### src/rtl/dmac_read_pkg.sv
// Shared DMA definitions: AXI field widths, burst/response encodings,
// and the engine state enum used by both the read and write engines.
package dmac_read_pkg;

  localparam int ADDR_WIDTH = 32;
  localparam int DATA_WIDTH = 32;
  localparam int LEN_BITS   = 8;
  localparam int SIZE_BITS  = 3;
  localparam int ID_BITS    = 4;

  typedef enum logic [1:0] {
    BURST_FIXED = 2'd0,
    BURST_INCR  = 2'd1,
    BURST_WRAP  = 2'd2
  } axi_burst_e;

  typedef enum logic [1:0] {
    RESP_OKAY   = 2'd0,
    RESP_EXOKAY = 2'd1,
    RESP_SLVERR = 2'd2,
    RESP_DECERR = 2'd3
  } axi_resp_e;

  typedef enum logic [1:0] {
    ST_IDLE = 2'd0,
    ST_AR   = 2'd1,
    ST_R    = 2'd2,
    ST_DONE = 2'd3
  } dma_state_e;

  // Any response other than OKAY counts as a transfer error.
  function automatic logic resp_is_err(input logic [1:0] resp);
    return resp != RESP_OKAY;
  endfunction

endpackage

### src/rtl/dmac_fifo.sv
// Synchronous FIFO with full/empty flags and a registered read-data port.
// The output register always holds the entry at the head, so data shows
// up one cycle after it is pushed into an empty FIFO and stays stable
// while nobody pops.
module dmac_fifo #(
  parameter int WIDTH = 32,
  parameter int DEPTH = 4
) (
  input  logic             clk_i,
  input  logic             rst_i,
  input  logic             push_i,
  input  logic [WIDTH-1:0] wdata_i,
  input  logic             pop_i,
  output logic [WIDTH-1:0] rdata_o,
  output logic             full_o,
  output logic             empty_o
);

  localparam int AW = $clog2(DEPTH);

  logic [WIDTH-1:0] mem [DEPTH];
  logic [AW:0]      wr_ptr_reg, wr_ptr_next;
  logic [AW:0]      rd_ptr_reg, rd_ptr_next;
  logic [WIDTH-1:0] rdata_reg;
  logic             do_push, do_pop;
  logic             head_bypass;

  // Extra wrap bit separates full (same index, different lap) from empty.
  assign empty_o = (wr_ptr_reg == rd_ptr_reg);
  assign full_o  = (wr_ptr_reg[AW] != rd_ptr_reg[AW]) &&
                   (wr_ptr_reg[AW-1:0] == rd_ptr_reg[AW-1:0]);
  assign do_push = push_i && !full_o;
  assign do_pop  = pop_i && !empty_o;
  assign rdata_o = rdata_reg;

  // A push landing on the slot that becomes the head must be forwarded,
  // because the memory does not hold it yet.
  assign head_bypass = do_push && (wr_ptr_reg[AW-1:0] == rd_ptr_next[AW-1:0]);

  // Pointer advance.
  always_comb begin
    wr_ptr_next = do_push ? wr_ptr_reg + (AW+1)'(1) : wr_ptr_reg;
    rd_ptr_next = do_pop  ? rd_ptr_reg + (AW+1)'(1) : rd_ptr_reg;
  end

  // Pointer registers.
  always_ff @(posedge clk_i) begin
    if (rst_i) begin
      wr_ptr_reg <= '0;
      rd_ptr_reg <= '0;
    end else begin
      wr_ptr_reg <= wr_ptr_next;
      rd_ptr_reg <= rd_ptr_next;
    end
  end

  // Storage array, no reset so it maps onto RAM.
  always_ff @(posedge clk_i) begin
    if (do_push) begin
      mem[wr_ptr_reg[AW-1:0]] <= wdata_i;
    end
  end

  // Registered head read, fetched at the address the head will have next.
  always_ff @(posedge clk_i) begin
    if (rst_i) begin
      rdata_reg <= '0;
    end else if (head_bypass) begin
      rdata_reg <= wdata_i;
    end else begin
      rdata_reg <= mem[rd_ptr_next[AW-1:0]];
    end
  end

endmodule

### src/rtl/dmac_read.sv
// DMA read engine: issues one AXI AR burst per descriptor, buffers the
// returned R beats and streams them to the write engine, then pulses
// done_o with a sticky error summary for the transfer.
module dmac_read
  import dmac_read_pkg::*;
#(
  parameter int                 FIFO_DEPTH = 4,
  parameter logic [ID_BITS-1:0] ARID_VAL   = '0
) (
  input  logic                  clk_i,
  input  logic                  rst_i,
  input  logic                  valid_i,
  output logic                  ready_o,
  input  logic [ADDR_WIDTH-1:0] src_addr_i,
  input  logic [LEN_BITS-1:0]   len_i,
  input  logic [SIZE_BITS-1:0]  size_i,
  input  logic [1:0]            burst_i,
  output logic [ID_BITS-1:0]    m_arid,
  output logic [ADDR_WIDTH-1:0] m_araddr,
  output logic [LEN_BITS-1:0]   m_arlen,
  output logic [SIZE_BITS-1:0]  m_arsize,
  output logic [1:0]            m_arburst,
  output logic                  m_arvalid,
  input  logic                  m_arready,
  input  logic [ID_BITS-1:0]    m_rid,
  input  logic [DATA_WIDTH-1:0] m_rdata,
  input  logic [1:0]            m_rresp,
  input  logic                  m_rlast,
  input  logic                  m_rvalid,
  output logic                  m_rready,
  output logic [DATA_WIDTH-1:0] data_o,
  output logic                  data_valid_o,
  input  logic                  data_ready_i,
  output logic                  done_o,
  output logic                  err_o
);

  dma_state_e            state_reg, state_next;
  logic [ADDR_WIDTH-1:0] addr_reg;
  logic [LEN_BITS-1:0]   len_reg;
  logic [SIZE_BITS-1:0]  size_reg;
  logic [1:0]            burst_reg;
  logic [LEN_BITS-1:0]   beat_cnt_reg;
  logic                  err_reg;
  logic                  fifo_full, fifo_empty;
  logic                  start, r_accept, beat_err;

  assign start    = (state_reg == ST_IDLE) && valid_i;
  assign r_accept = m_rvalid && m_rready;

  // A beat is bad on an error response, a foreign ID, or when rlast
  // disagrees with the beat count implied by len.
  assign beat_err = resp_is_err(m_rresp) ||
                    (m_rid != ARID_VAL) ||
                    (m_rlast && (beat_cnt_reg != len_reg)) ||
                    (!m_rlast && (beat_cnt_reg == len_reg));

  assign m_arid    = ARID_VAL;
  assign m_araddr  = addr_reg;
  assign m_arlen   = len_reg;
  assign m_arsize  = size_reg;
  assign m_arburst = burst_reg;
  assign err_o     = err_reg;
  assign data_valid_o = !fifo_empty;

  // State register.
  always_ff @(posedge clk_i) begin
    if (rst_i) begin
      state_reg <= ST_IDLE;
    end else begin
      state_reg <= state_next;
    end
  end

  // Next-state logic.
  always_comb begin
    state_next = state_reg;
    case (state_reg)
      ST_IDLE: if (valid_i) state_next = ST_AR;
      ST_AR:   if (m_arready) state_next = ST_R;
      ST_R:    if (r_accept && m_rlast) state_next = ST_DONE;
      ST_DONE: state_next = ST_IDLE;
      default: state_next = ST_IDLE;
    endcase
  end

  // State-decoded outputs; R is throttled only by buffer space.
  always_comb begin
    ready_o   = 1'b0;
    m_arvalid = 1'b0;
    m_rready  = 1'b0;
    done_o    = 1'b0;
    case (state_reg)
      ST_IDLE: ready_o   = 1'b1;
      ST_AR:   m_arvalid = 1'b1;
      ST_R:    m_rready  = !fifo_full;
      ST_DONE: done_o    = 1'b1;
      default: ;
    endcase
  end

  // Descriptor capture, beat counting and sticky error.
  always_ff @(posedge clk_i) begin
    if (rst_i) begin
      addr_reg     <= '0;
      len_reg      <= '0;
      size_reg     <= '0;
      burst_reg    <= '0;
      beat_cnt_reg <= '0;
      err_reg      <= 1'b0;
    end else if (start) begin
      addr_reg     <= src_addr_i;
      len_reg      <= len_i;
      size_reg     <= size_i;
      burst_reg    <= burst_i;
      beat_cnt_reg <= '0;
      err_reg      <= 1'b0;
    end else if (r_accept) begin
      beat_cnt_reg <= beat_cnt_reg + LEN_BITS'(1);
      if (beat_err) begin
        err_reg <= 1'b1;
      end
    end
  end

  dmac_fifo #(
    .WIDTH (DATA_WIDTH),
    .DEPTH (FIFO_DEPTH)
  ) u_fifo (
    .clk_i   (clk_i),
    .rst_i   (rst_i),
    .push_i  (r_accept),
    .wdata_i (m_rdata),
    .pop_i   (data_ready_i),
    .rdata_o (data_o),
    .full_o  (fifo_full),
    .empty_o (fifo_empty)
  );

endmodule

### config.mk
export PLATFORM = sky130hd
export DESIGN_NAME = dmac_read
export DESIGN_NICKNAME = d
export VERILOG_FILES = /design/src/rtl/dmac_read_pkg.sv /design/src/rtl/dmac_fifo.sv /design/src/rtl/dmac_read.sv
export SDC_FILE = /design/constraint.sdc
export NUM_CORES = 1
export LEC_CHECK = 0
export CAP_MARGIN = 15
export CORE_ASPECT_RATIO = 0.6
export CORE_MARGIN = 8
export CORE_UTILIZATION = 30
export CTS_BUF_LIST = sky130_fd_sc_hd__clkbuf_4
export CTS_CLUSTER_DIAMETER = 120
export DETAILED_ROUTE_END_ITERATION = 8
export PLACE_DENSITY = 0.6
export SLEW_MARGIN = 20
export SYNTH_ARGS = -nofsm -noshare
export SYNTH_HDL_FRONTEND = slang
export SYNTH_SLANG_ARGS = --single-unit
### constraint.sdc
create_clock -name clk_i -period 3.19 [get_ports clk_i]
set_input_delay 0.638 -clock clk_i [delete_from_list [all_inputs] [get_ports clk_i]]
set_output_delay 0.638 -clock clk_i [all_outputs]
set_load 0.01 [all_outputs]
* Yosys cells after proc, flatten, opt, wreduce, memory -nomap -nowiden
Memories as Yosys holds them, arrays and structs flattened. A register that Yosys moved wholly into a read port is not among the register bits. Index checks and enable logic that the tools add are counted.
Word-level totals: memories kept 1, bits in latches 0, bits of input ports 90, output and inout port bits 87, RAM bits 128, ROM bits 0, flip-flop bits (word level) 62
Memory list:
- u_fifo.mem | words 4, bits a word 32, read ports 1, clocked after Yosys merged registers in 1, wr ports 1, RTL line dmac_fifo.sv:21 | logic [WIDTH-1:0] mem [DEPTH];
Cells by class: $add $sub $neg 3, div/mod/pow operators 0, equal/unequal tests 11, shift operators 0, muxes and demuxes 11, reduce and logical (&&, ||, !) cells 20, order comparisons 0, multiply operators 0, bitwise operators 0
Operators with widths (count):
- adder 8 x 1 -> 8 bit, second input constant | 1
- equality test 8 bit | 1
- logical AND 1 bit | 8
- two-way mux 2 bit | 4
- != test 8 bit | 1
- one-hot mux 2 bit (4 select lines) | 1
- adder 3 x 1 -> 3 bit, second input constant | 2
- two-way mux 1 bit | 6
- != test 2 bit, second input constant | 3
- equality test 2 bit, second input constant | 2
- nonzero test 4 bit | 1
- equality test 3 bit | 1
- zero test 1 bit | 3
- logical OR 1 bit | 3
- AND reduction 3 bit | 1
- equality test 2 x 1 -> 1 bit, second input constant | 1
- equality test 2 bit | 1
- zero test 2 bit | 1
- AND reduction 2 bit | 1
- nonzero test 2 bit | 1
- OR reduction 2 bit | 1
- != test 1 bit | 1

* Depth between registers and ports, before layout
depth after elaboration 8, mapped depth 9

* Cells and area by module
From an unflattened synthesis, not the netlist that was laid out.
Unflattened totals: cells, all modules 681, area, all modules 9798.1 um2
By module, submodules not included:
- dmac_fifo | area an instance 7554.7 um2, seq. area each 4604.4 um2, instances 1, cells each 401
- dmac_read | area an instance 2243.4 um2, seq. area each 1121.1 um2, instances 1, cells each 280

* Worst setup path before layout
OpenSTA, ideal clock, no wires.
path kind register -> register, from register u_fifo.wr_ptr_reg[0], to memory u_fifo.mem[0][0], enable pin, clock period less this slack 2509 ps, data arrival time 2117 ps, path buffers 1, slack 681 ps, stages on the path, launching flop included 5, cell sequence dfxtp_1 xor2_2 o311a_1 buf_2 and2_1
Between the ends: word-level cells in the longest chain between the ends 8
Ends and longest elaborated chain:
- start: declaration | RTL line dmac_fifo.sv:22 | logic [AW:0] wr_ptr_reg, wr_ptr_next;
- start signal: assignment | RTL line dmac_fifo.sv:52 | wr_ptr_reg <= wr_ptr_next;
- equality test 2 bit | RTL line dmac_fifo.sv:31 | (wr_ptr_reg[AW-1:0] == rd_ptr_reg[AW-1:0]);
- logical AND 1 bit | RTL line dmac_fifo.sv:30 | assign full_o = (wr_ptr_reg[AW] != rd_ptr_reg[AW]) &&
- zero test 1 bit | RTL line dmac_fifo.sv:32, dmac_read.sv:96
- two-way mux 1 bit | RTL line dmac_read.sv:93 | case (state_reg)
- logical AND 1 bit | RTL line dmac_read.sv:49 | assign r_accept = m_rvalid && m_rready;
- logical AND 1 bit | RTL line dmac_fifo.sv:32 | assign do_push = push_i && !full_o;
- two-way mux 1 bit | RTL line dmac_fifo.sv:59 | if (do_push) begin
- two-way mux 1 bit (implied by the code) | RTL line dmac_fifo.sv:60 | mem[wr_ptr_reg[AW-1:0]] <= wdata_i;
- end: declaration | RTL line dmac_fifo.sv:21
Several ways; a longest one is shown, not always the timed one.

* Final worst setup path
from register u_fifo.wr_ptr_reg[0], to output data_valid_o
Between the ends: word-level cells in the longest chain between the ends 2
Ends and longest elaborated chain:
- equality test 3 bit | RTL line dmac_fifo.sv:29 | assign empty_o = (wr_ptr_reg == rd_ptr_reg);
- zero test 1 bit | RTL line dmac_read.sv:64 | assign data_valid_o = !fifo_empty;
- end: declaration | RTL line dmac_read.sv:32 | output logic data_valid_o,
Every way passes these cells.

==> metrics <==
Pins Over Slew Limit=0; PortBufs=172; Pwr Density=708 nW/um^2; Tot GR Track Use=14.0%; final wirelength=25.2 mm; Synth-to-Final Area Change=33.7%; crit start category=flip-flop; root buffer cell=clkbuf_4; first-pass GRT wire length=38.7 mm; Worst R2R Path Depth=5; Die Y=148 um; grt total ovfl=0; Die W=235 um; crit-path max cell delay=0.55 ns; initial antenna violation count=0; max FFs per register=128; Primary FF master, synth=edfxtp_1; WP buf/inv=1; CTS Buffer Depth=3; leading area contributor after synthesis=edfxtp_1; max-cap viol count=0; TritonCTS Sinks=222; Hold Path Stages=2; Mapped Cells=713; Final Hold Fails=0; GPL Wtd Cong=0.718; row count=48; Max-slew headroom=30.4%; Cells after DPL=1,225; DP Wirelength=15.3 mm; Slowest-stage cell, CP=clkdlybuf4s50_1; crit-path cells=xor2_4, or3_4, clkdlybuf4s50_1; critical path class=reg -> out; largest net degree at the start of global routing=54; core area=28,600 um^2; RR Startpoint=u_fifo.wr_ptr_reg[0]; Async SR Flop Fraction=0%; hold path startpoint=rst_i; Clk Latency, worst-skew pair=0.72 ns; post-synth design cell area=8660 um^2; Worst EP arrival=2.35 ns; skew final=0.0689 ns; Pwr Total=8.20 mW; HP Class=in -> reg; Worst Tran Pin Value=1.04 ns; critical-path maximum fanout=10; leakage power=4.13 nW; reg2reg end=u_fifo.rdata_o[30]; Initial DRC Count=378; share of layout cells above drive strength 1=13.1%; Post-Layout Cell Count=1,321; final setup vio count=0; DRC=0; TNS Setup=0 ns; Post-synth EDFFs=128; Hold EP=u_fifo.wr_ptr_reg[2]; CTS clk-pin slew, worst paths=0.06 ns; Worst EP required=2.55 ns; Seq cells post-synth=222; fmax=335 MHz; CP top delay family=buffers and inverters; R2R setup slack=0.47 ns; Yosys top cell area share=44.4%; Unique masters post-synth=42; period utilisation layout=93.6%; CTS tree=built; CP endpoint kind=primary output; Post-CTS Repair Setup Buffers=0; DIE AREA=34,700 um^2; ant diodes=0; largest cells by area after synthesis=edfxtp_1 44%, dfxtp_1 22%, nand2_1 4.1%, nand3_1 3.8%, a32o_1 3.7%; ANT nets after route=0; Ys Warns=0; Worst VDD drop=0.348 mV; final net count=1,007; CTS Buf Count=54; status=completed; RSZ-0062 raised after global routing=no; Initial Utilization=30.3%; first-pass detailed-route iteration total=5; vias in the first global route=6,414; via/cell ratio=4.89; H-tree depth=2; Vias=6,456; Post-Syn Area per Cell=12.1 um^2; Top Ports=177; routed len/inst=19.1 um; sequential area share after synthesis=66.1%; Tmin final=2.99 ns
## per-layer routing
metal | up-vias | routed length [um] | GRT usage, %
li1 | 3049 | - | -
met1 | 3211 | 12100 | 19.6
met2 | 169 | 11600 | 21.3
met3 | 27 | 1310 | 3.90
met4 | 0 | 290 | 3.66
met5 | - | 0 | 0
## kinds of logic (layout without fill, tap and decap cells)
kind of cell | Yosys count | in the layout | synth area share [%]
muxes | 2 | 2 | 0.231
adders and majority gates | 11 | 11 | 1.59
other | 1 | 4 | 0.0433
DFF | 222 | 222 | 66.1
and+or+nand+nor | 232 | 232 | 12.6
buffers and inverters | 64 | 294 | 3.77
AOI/OAI and AO/OA | 156 | 156 | 13.1
xor gates and xnor gates | 25 | 25 | 2.61
## how the worst max path moves through the flow
stage                         startpoint                 end  depth (start not counted)
global route        u_fifo.wr_ptr_reg[0]            m_rready                          3
floorplan           u_fifo.wr_ptr_reg[0]    u_fifo.mem[0][0]                          4
global placement            data_ready_i   u_fifo.rdata_o[6]                          6
finish              u_fifo.wr_ptr_reg[0]        data_valid_o                          3
detailed placement          data_ready_i  u_fifo.rdata_o[26]                          6
CTS                 u_fifo.wr_ptr_reg[0]            m_rready                          3
## final cells by class
type | instances | area, um^2
Multi-Input combinational cell | 430 | 2710
Fill cell | 2777 | 17000
Sequential cell | 222 | 5730
Clock buffer | 86 | 646
Inverter | 7 | 26.3
Timing Repair Buffer | 191 | 1930
Clock inverter | 10 | 71.3
Tap cell | 375 | 469
## through the flow
step	area [um^2]	hold slack [ns]	setup slack [ns]	utilization (%)
finish	11600	0.401	0.203	40.5
global route	11600	0.357	0.0660	40.5
CTS	11600	0.343	0.114	40.5
detailed placement	10800	0.446	0.368	37.9
global placement	10800	0.442	0.410	37.9
floorplan	8670	0.481	0.681	-
## report_power, final
group / internal [mW] / switching (mW)
Clock: 1.29 / 1.16
Combinational: 1.07 / 1.13
Sequential: 3.38 / 0.178
## cells in the mapped netlist (all sizes together) (2+ instances only)
library cell  number
edfxtp           128
nand2             95
dfxtp             94
nand3             66
a21oi             48
and3              34
a211o             32
a32o              32
clkbuf            32
o21ai             32
buf               25
nor2              20
xnor2             15
ha                11
xor2              10
inv                7
nand4              6
and2               5
a211oi             2
mux2i              2
o311a              2
o311ai             2
## cells in the final DEF, fill, tap and decap left out, types with 6 or more instances in the layout
cell type        instances
dfxtp_1                 92
nand2_1                 94
edfxtp_1               128
nand3_1                 66
o21ai_0                 32
buf_4                   13
clkinv_1                 7
and3_1                  34
ha_1                    11
a211o_1                 32
xnor2_1                 15
nand4_1                  6
clkbuf_4                86
buf_12                   6
clkdlybuf4s50_1        171
a21oi_1                 48
nor2_1                  19
inv_1                    7
xor2_1                   8
a32o_1                  32
## what timing repair did
item / 4_1_cts / 5_1_grt
gates resized for setup: 4 / 0
endpoints found under the setup margin: 2 / 0
hold buffers: 0 / 0
hold endpoints to repair: 0 / 0
Power figures use the tool's default switching activity.
